<file path="src/rtl/branch_predictor_pkg.sv">
// Shared opcode constants and branch-history counter encoding for the front end.
// Types and constants only; no timing or flow-control behaviour.
package branch_predictor_pkg;

  localparam logic [6:0] B_type = 7'b1100011;
  localparam logic [6:0] J_type = 7'b1101111;

  typedef logic [1:0] bht_ctr_t;

  localparam bht_ctr_t BHT_STRONG_NT = 2'b00;
  localparam bht_ctr_t BHT_WEAK_NT   = 2'b01;
  localparam bht_ctr_t BHT_WEAK_T    = 2'b10;
  localparam bht_ctr_t BHT_STRONG_T  = 2'b11;
  localparam bht_ctr_t BHT_RESET_VAL = BHT_WEAK_T;

endpackage

</file>
<file path="src/rtl/branch_predictor_sat_counter2.sv">
// Next-state logic for one 2-bit saturating taken/not-taken counter.
// Purely combinational, zero latency; no flow control.
module sat_counter2
  import branch_predictor_pkg::*;
(
  input  bht_ctr_t cur,
  input  logic     taken,
  output bht_ctr_t next
);

  always_comb begin
    next = cur;
    if (taken) begin
      if (cur != BHT_STRONG_T) next = cur + 2'b01;
    end else begin
      if (cur != BHT_STRONG_NT) next = cur - 2'b01;
    end
  end

endmodule

</file>
<file path="src/rtl/branch_predictor.sv">
// Bimodal predictor: untagged table of 2-bit counters read by fetch PC, trained from EX.
// Combinational prediction (zero latency); stall suppresses training and statistics updates.
module branch_predictor
  import branch_predictor_pkg::*;
#(
  parameter int BHT_ENTRIES = 64,
  parameter int STAT_WIDTH  = 32
) (
  input  logic                  clk,
  input  logic                  reset,
  input  logic [31:0]           fetch_pc,
  input  logic [31:0]           fetch_instr,
  output logic                  prediction,
  input  logic                  ex_valid,
  input  logic                  ex_is_branch,
  input  logic [31:0]           ex_pc,
  input  logic                  ex_taken,
  input  logic                  ex_predicted,
  input  logic                  stall,
  output logic [STAT_WIDTH-1:0] branch_count,
  output logic [STAT_WIDTH-1:0] mispredict_count
);

  localparam int INDEX_BITS = $clog2(BHT_ENTRIES);

  bht_ctr_t              bht [BHT_ENTRIES];
  logic [INDEX_BITS-1:0] rd_idx;
  logic [INDEX_BITS-1:0] wr_idx;
  logic                  train;
  bht_ctr_t              wr_next;

  assign rd_idx = fetch_pc[INDEX_BITS+1:2];
  assign wr_idx = ex_pc[INDEX_BITS+1:2];
  assign train  = ex_valid & ex_is_branch & ~stall;

  // No write-to-read bypass: a same-index update shows up one cycle later.
  assign prediction = bht[rd_idx][1] & (fetch_instr[6:0] == B_type);

  sat_counter2 u_sat (
    .cur   (bht[wr_idx]),
    .taken (ex_taken),
    .next  (wr_next)
  );

  always_ff @(posedge clk or posedge reset) begin
    if (reset) begin
      for (int i = 0; i < BHT_ENTRIES; i++) bht[i] <= BHT_RESET_VAL;
    end else if (train) begin
      bht[wr_idx] <= wr_next;
    end
  end

  always_ff @(posedge clk or posedge reset) begin
    if (reset) begin
      branch_count     <= '0;
      mispredict_count <= '0;
    end else if (train) begin
      if (branch_count != {STAT_WIDTH{1'b1}})
        branch_count <= branch_count + 1'b1;
      if ((ex_taken != ex_predicted) && (mispredict_count != {STAT_WIDTH{1'b1}}))
        mispredict_count <= mispredict_count + 1'b1;
    end
  end

  logic unused_bits;
  assign unused_bits = ^{fetch_pc[31:INDEX_BITS+2], fetch_pc[1:0],
                         ex_pc[31:INDEX_BITS+2], ex_pc[1:0], fetch_instr[31:7]};

endmodule
</file>
<file path="config.mk">
export PLATFORM = sky130hd
export DESIGN_NAME = branch_predictor
export DESIGN_NICKNAME = d
export VERILOG_FILES = /design/src/rtl/branch_predictor_pkg.sv /design/src/rtl/branch_predictor_sat_counter2.sv /design/src/rtl/branch_predictor.sv
export SDC_FILE = /design/constraint.sdc
export NUM_CORES = 1
export LEC_CHECK = 0
export CAP_MARGIN = 25
export CORE_UTILIZATION = 50
export CTS_BUF_LIST = sky130_fd_sc_hd__clkbuf_4
export DETAILED_ROUTE_END_ITERATION = 8
export PLACE_DENSITY = 0.76
export SLEW_MARGIN = 20
export SYNTH_ARGS = -nofsm -noshare
export SYNTH_HDL_FRONTEND = slang
export SYNTH_HIERARCHICAL = 1
export SYNTH_SLANG_ARGS = --single-unit
</file>
<file path="constraint.sdc">
create_clock -name clk -period 6.4 [get_ports clk]
set_input_delay 1.28 -clock clk [delete_from_list [all_inputs] [get_ports clk]]
set_output_delay 1.28 -clock clk [all_outputs]
set_load 0.05 [all_outputs]
</file>
; After elaboration in Yosys (flattened, before gate mapping)
; Index checks and enable logic that the tools add are counted.
[word_totals]
ff_bits = 192
latchBits = 0
ramBits = 0
rom_bits = 0
in_bits = 103
out_inout_bits = 65
elab_cells = 101
mem_count = 0
[op_classes]
add_sub_neg = 4
mul = 0
div = 0
n_lt_le_gt_ge = 3
n_eq_ne = 5
n_shift = 0
n_mux = 12
bitwise_logic = 6
reduce_logical = 5
[ops]
columns = cell, n
row1 = $bwmux W128, 1
row2 = $add A32 B1 Y32 const B, 2
row3 = $ne A32 B32 Y1 const B, 2
row4 = $bmux W2 S6, 2
row5 = $mux W2, 8
row6 = $ge A7 B7 Y1 const B, 2
row7 = $not A6 Y7, 2
row8 = $demux W2 S6, 1
row9 = $eq A7 B7 Y1 const B, 1
row10 = $lt A7 B1 Y1 const B, 1
row11 = $reduce_and A2 Y1, 2
row12 = $and A1 B1 Y1, 3
row13 = $add A2 B1 Y2 const B, 1
row14 = $logic_and A1 B1 Y1, 2
row15 = $ne A2 B2 Y1 const B, 1
row16 = $reduce_bool A2 Y1, 1
row17 = $sub A2 B1 Y2 const B, 1
row18 = $ne A1 B1 Y1, 1
row19 = $not A1 Y1, 1

; Longest topological paths before layout
; Gate-level depths: netlist of run 1.
[depth]
word_depth = 8
depth_mapped = 12

; Hierarchy
; Netlist of run 1, hierarchy kept.
[by_module_without_submodules]
columns = module, n_inst, cells_each, area_each_um2, seq_area_each_um2
row1 = branch_predictor, 1, 804, 9904.5, 4884.7
row2 = sat_counter2, 1, 3, 26.3, 0.0

; Worst setup path before layout of run 1
; OpenSTA, ideal clock, no wires.
[synth_path]
kind = input to output
start = input fetch_pc[3]
end = output prediction
arrival_ns = 3.262
path_slack_ns = 1.858
cell_stages = 6
cell_sequence = clkbuf_1 -> buf_2 -> mux4_2 -> o22ai_1 -> or4b_1 -> o21ai_1
[synth_via]
elab_chain_cells = 5
[synth_rtl]
columns = item, line
row1 = from (decl), branch_predictor.sv:11  ; input logic [31:0] fetch_pc,
row2 = $not A6 Y7 (implied by the code), branch_predictor.sv:37  ; assign prediction = bht[rd_idx][1] & (fetch_instr[6:0] == B_type);
row3 = $bmux W2 S6, branch_predictor.sv:37
row4 = $mux W2 (implied by the code) (2 in a row), branch_predictor.sv:37
row5 = $and A1 B1 Y1, branch_predictor.sv:37
row6 = to (decl), branch_predictor.sv:13  ; output logic prediction,
; No other way between the ends. The select of a mux whose other input is x is not followed.

; Worst setup path after layout of run 1
[layout_path]
start = input fetch_pc[2]
end = output prediction
; The elaborated chain is that of the path after synthesis.

==> impl_metrics.tcl, run 1 <==
set metrics [dict create \
    drive_above_1_share 0.327 \
    clk_pin_slew_ns 0.14 \
    synthFlopType "dfrtp_1" \
    yosysWarningCount 6 \
    grt_pass1_wl_um 37000 \
    synth.area.top_cells "dfrtp_1 32%, dfstp_2 17%, mux2_2 15%, mux4_2 9.8%, xnor2_1 3.6%" \
    die_h_um 143 \
    wl_per_cell_um 19.4 \
    crit_start "fetch_pc[2]" \
    cts_setup_buffers 0 \
    crit_top_cell "clkdlybuf4s50_1" \
    cts-root-buf "clkbuf_4" \
    worstPathRequired_ns 5.12 \
    seq_area_frac_synth 0.492 \
    clockBufferDepth 2 \
    r2r_cells 8 \
    finalPower_mw 2.34 \
    avgViaCountPerCell 5.91 \
    port_buffers 90 \
    tns_ns 0 \
    finalClockSkew_ns 0.0295 \
    power_density_nw_per_um2 206 \
    final_core_util 0.585 \
    gp_congestion 0.836 \
    fin_crit_sh 0.875 \
    cp_slowest_cell "clkdlybuf4s50_1" \
    core_area_um2 19500 \
    hold_buffers 0 \
    synth_edf_count 0 \
    cts_tree "built" \
    rsz0062_at_grt "no" \
    post-dp-hpwl_um 15400 \
    drc 0 \
    worst-path-max-fanout 10 \
    grt_pass1_vias 6889 \
    layout_common_cells "128 x mux2_2, 128 x dfrtp_1, 88 x clkdlybuf4s50_1" \
    async_flop_share 1.00 \
    clock_latency_ns 0.58 \
    final-setup-viol-count 0 \
    gr-usage-met1 0.330 \
    ctsResizeCount 0 \
    p_leak_nw 4.77 \
    fillCellCount 1620 \
    final_hold_viol_count 0 \
    grt_overflow_total 0 \
    synthToLayoutAreaGrowth_pct 14.6 \
    synth_area_leader_cell "dfrtp_1" \
    fin_hold_ws_ns 0.506 \
    ioPinCount 168 \
    die_w_um 143 \
    vias 6886 \
    initialDrtViolationCount 411 \
    initial_utilization 0.510 \
    htreeDepth 4 \
    cts_buffers 17 \
    cp.arrival_ns 4.32 \
    grt_max_degree 111 \
    netlist_area_um2 9930 \
    crit_chain "clkdlybuf4s50_1 -> buf_4 -> mux4_2 -> a31oi_1 -> o211ai_1 -> nand3_1 -> o21ai_1 -> clkdlybuf4s50_1" \
    vdd_drop_max_v 0.000233 \
    final_nets 992 \
    die-area_um2 20400 \
    synth_top_area_frac 0.323 \
    synth_seq_cells 192 \
    min_path_type "reg2reg" \
    layout.cells.non_filler 1166 \
    cp-start-kind "input port" \
    finalMaxSlewViolations 0 \
    ys_types 53 \
    cap_viol_max_count 0 \
    use_met3 0.0513 \
    grt_use_total 0.239 \
    critPathKind "in2out" \
    tightest_slew_ns 0.856 \
    antenna_found_initial 1 \
    rrSetupSlack_ns 3.44 \
    firstDrtPassIters 7 \
    synthCells 807 \
    relSlewSlack 0.428 \
    cts_sinks 192 \
    worst_setup_path_end_kind "output port" \
    fin_crit_ns 5.60 \
    status "complete, no violations" \
    final_antenna_net_count 0 \
    max_freq_ghz 0.179 \
    grt-busiest-layer "met2" \
    regToRegEndpoint "bht[101]" \
    use_met2 0.370 \
    rows 51 \
    postRouteWirelength_um 22600 \
    reg2reg_from "bht[17]" \
    crit_end "prediction" \
    syn_area_per_cell_um2 12.3 \
    syn_nets 912 \
    cp_slowest_stage_delay_ns 0.97 \
    dp.cells 1131 \
]
power by group:
group | internal (mW) | switching, mW | leakage (nW)
sequential | 1.28 | 0.0642 | 2.41
combinational | 0.156 | 0.236 | 2.24
clock | 0.169 | 0.433 | 0.121
total | 1.61 | 0.733 | 4.77
critical path, delay by kind of cell:
family | cells | cell delay [ns]
muxes | 1 | 0.52
AOI/OAI and AO/OA | 3 | 0.41
and+or+nand+nor | 1 | 0.12
buffers and inverters | 3 | 1.98
Yosys cell counts, types with 5 or more instances:
| library cell | instances |
|---|---|
| xnor2_1 | 41 |
| and3_1 | 12 |
| inv_1 | 11 |
| nand4_1 | 30 |
| buf_2 | 10 |
| nand3b_1 | 5 |
| mux2_1 | 7 |
| a21oi_1 | 5 |
| nor2_1 | 62 |
| nand3_1 | 44 |
| mux2_2 | 128 |
| and2_1 | 8 |
| dfstp_2 | 64 |
| mux4_2 | 43 |
| dfrtp_1 | 128 |
| nand2_1 | 63 |
| nor3_1 | 18 |
| nand2b_1 | 5 |
| xor2_1 | 20 |
| clkbuf_1 | 29 |
| mux2i_1 | 13 |
metrics by stage:
| stage | cell area [um2] | worst slack [ns] |
|---|---|---|
| final | 11400 | 0.802 |
| after global routing | 11400 | 0.664 |
| after CTS | 11300 | 0.798 |
| after detailed placement | 11100 | 0.799 |
| after global placement | 11100 | 0.828 |
| after floorplan | 9930 | 1.86 |
per-layer routing:
layer	wire [um]	share of wire
met5	0	0
met4	520	0.023
met3	1620	0.072
met2	10500	0.47
met1	9960	0.44
final cells by class:
class	count	area, um2	area share
Clock inverter	13	105	0.00924
Antenna cell	1	2.50	0.000220
Clock buffer	19	143	0.0125
Sequential cell	192	4880	0.429
Inverter	11	45.0	0.00396
Multi-Input combinational cell	560	4820	0.424
Timing Repair Buffer	105	1040	0.0917
Tap cell	265	332	0.0291
sequential cells by signal, indices dropped and copies added, names as in the netlist:
name	cells
branch_count	32
mispredict_count	32
bht	128
cells by family after synthesis:
| group | share of synthesized area |
|---|---|
| DFF | 0.492 |
| buffers and inverters | 0.0224 |
| xor gates and xnor gates | 0.0538 |
| adders and majority gates | 0.00479 |
| muxes | 0.264 |
| AOI/OAI and AO/OA | 0.0243 |
| and+or+nand+nor | 0.139 |
worst min path at each step:
stage | slack (ns) | start | cells after the start | endpoint
detailed placement | 0.48 | mispredict_count[15] | 1 | mispredict_count[15]
global route | 0.53 | mispredict_count[27] | 1 | mispredict_count[27]
global placement | 0.47 | bht[106] | 1 | bht[106]
finish | 0.51 | mispredict_count[15] | 1 | mispredict_count[15]
CTS | 0.50 | mispredict_count[15] | 1 | mispredict_count[15]
floorplan | 0.46 | bht[106] | 1 | bht[106]
(Power assumes the default switching activity.)
==> run 2: changes to the inputs <==
ABC_CLOCK_PERIOD_IN_PS = 6400   (was unset)
CTS_CLUSTER_SIZE = 28   (was unset)
==> results of run 2 <==
No change in the layout: final DEF, timing and power equal those of run 1.
==> run 3: changes to the inputs <==
ABC_CLOCK_PERIOD_IN_PS = 5850   (was 6400)
PLACE_DENSITY = 0.73   (was 0.76)
clock period = 5.85 ns   (was 6.4 ns; I/O delays follow)
==> impl_metrics.tcl, run 3 (same netlist as run 1, synthesis figures left out) <==
set metrics [dict create \
    final_hold_viol_count 0 \
    grt_overflow_total 0 \
    antenna_found_initial 1 \
    final-setup-viol-count 0 \
    top_register "bht" \
    rows 51 \
    critPathKind "in2out" \
    clockBufferDepth 2 \
    ioPinCount 168 \
    vdd_drop_max_v 0.000219 \
    avgViaCountPerCell 5.82 \
    fin_crit_sh 0.871 \
    combPwrFrac 0.161 \
    dp.cells 1131 \
    finalClockSkew_ns 0.0198 \
    final_antenna_net_count 0 \
    reg.largest.list "bht: 128 flops, branch_count: 32 flops, mispredict_count: 32 flops" \
    swShare 0.305 \
    port_buffers 90 \
    wl_per_cell_um 19.2 \
    gp_congestion 0.823 \
    drive_above_1_share 0.325 \
    p_clk_frac 0.284 \
    final_nets 990 \
    max_freq_ghz 0.196 \
    firstDrtPassIters 6 \
    power_density_nw_per_um2 232 \
    layout_common_cells "128 x mux2_2, 128 x dfrtp_1, 88 x clkdlybuf4s50_1" \
    ctsResizeCount 0 \
    hp-start "bht[110]" \
    fin_ws_ns 0.754 \
    core_area_um2 19500 \
    rsz0062_at_grt "no" \
    fin_crit_ns 5.10 \
    largest_reg_flops 128 \
    die_w_um 143 \
    grt_max_degree 153 \
    vias 6778 \
    reg2reg_from "bht[17]" \
    p_seq_frac 0.555 \
    grt_pass1_wl_um 36700 \
    die_h_um 143 \
    tns_ns 0 \
    cap_viol_max_count 0 \
    min_path_type "reg2reg" \
    crit_start "fetch_pc[2]" \
    cts_tree "built" \
    finalMaxSlewViolations 0 \
    post-dp-hpwl_um 15100 \
    grt_use_total 0.235 \
    grt_pass1_vias 6923 \
    htreeDepth 4 \
    cts-root-buf "clkbuf_4" \
    clk_pin_slew_ns 0.16 \
    pre_cts_ws_ns 0.749 \
    internal_power_mw 1.84 \
    tightest_slew_ns 0.902 \
    cts_sinks 192 \
    cp-start-kind "input port" \
    hold_buffers 0 \
    p_switching_mw 0.809 \
    worst_setup_path_end_kind "output port" \
    layout.cells.non_filler 1164 \
    status "complete, no violations" \
    drc 0 \
    postRouteWirelength_um 22300 \
    relSlewSlack 0.397 \
    p_leak_nw 4.79 \
    initial_utilization 0.510 \
    cp.arrival_ns 3.93 \
    cts_buffers 17 \
    synthToLayoutAreaGrowth_pct 15.0 \
    worstPathRequired_ns 4.68 \
    clock_latency_ns 0.57 \
    worst-path-max-fanout 14 \
    cts_setup_buffers 0 \
    initialDrtViolationCount 422 \
    die-area_um2 20400 \
]
==> run 3: path summary, 6_finish.rpt <==
path / end / slack (ns) / cells past startpoint
worst min-delay path: bht[110] / 0.51 / 1
min in group asynchronous: bht[4] / 1.10 / 2
max in group asynchronous: bht[102] / 3.43 / 3
worst max-delay path: prediction / 0.75 / 7
worst min register to register: bht[110] / 0.51 / 1
worst max register to register: bht[43] / 2.98 / 8
==> run 3: worst max-delay path, stage by stage <==
cell             delay [ns]
clkdlybuf4s50_1        0.46
buf_4                  0.30
mux4_2                 0.56
or4b_1                 0.49
o311ai_1               0.10
o21ai_1                0.12
clkdlybuf4s50_1        0.71
==> run 3: layer usage <==
metal,up-vias,wire [um],GRT usage
li1,3101,-,-
met3,17,1270,0.0553
met2,186,10600,0.371
met1,3474,10200,0.328
met4,0,256,0.0566
met5,-,0,0
==> run 3: power by group through the flow <==
stage	Clock [mW]	Combinational, mW	Sequential [mW]
after floorplan	0	0.200	1.57
after CTS	0.775	0.429	1.47
final	0.754	0.427	1.47
after detailed placement	0	0.429	1.49
after global placement	0	0.416	1.49
after global routing	0.829	0.460	1.48
==> run 3: area by class of cell <==
class	count	area, um2
Sequential cell	192	4880
Tap cell	265	332
Timing Repair Buffer	103	1030
Clock inverter	15	179
Clock buffer	17	128
Fill cell	1597	8040
Inverter	11	45.0
Multi-Input combinational cell	560	4830
Antenna cell	1	2.50
==> run 3: metrics by stage <==
stage | hold WS (ns) | util | power (mW) | cell area, um2
4_1_cts | 0.514 | 0.587 | 2.68 | 11400
3_5_place_dp | 0.480 | 0.571 | 1.92 | 11100
6_report | 0.512 | 0.587 | 2.65 | 11400
3_3_place_gp | 0.474 | 0.569 | 1.91 | 11100
2_1_floorplan | 0.459 | - | 1.77 | 9930
5_1_grt | 0.531 | 0.587 | 2.77 | 11400
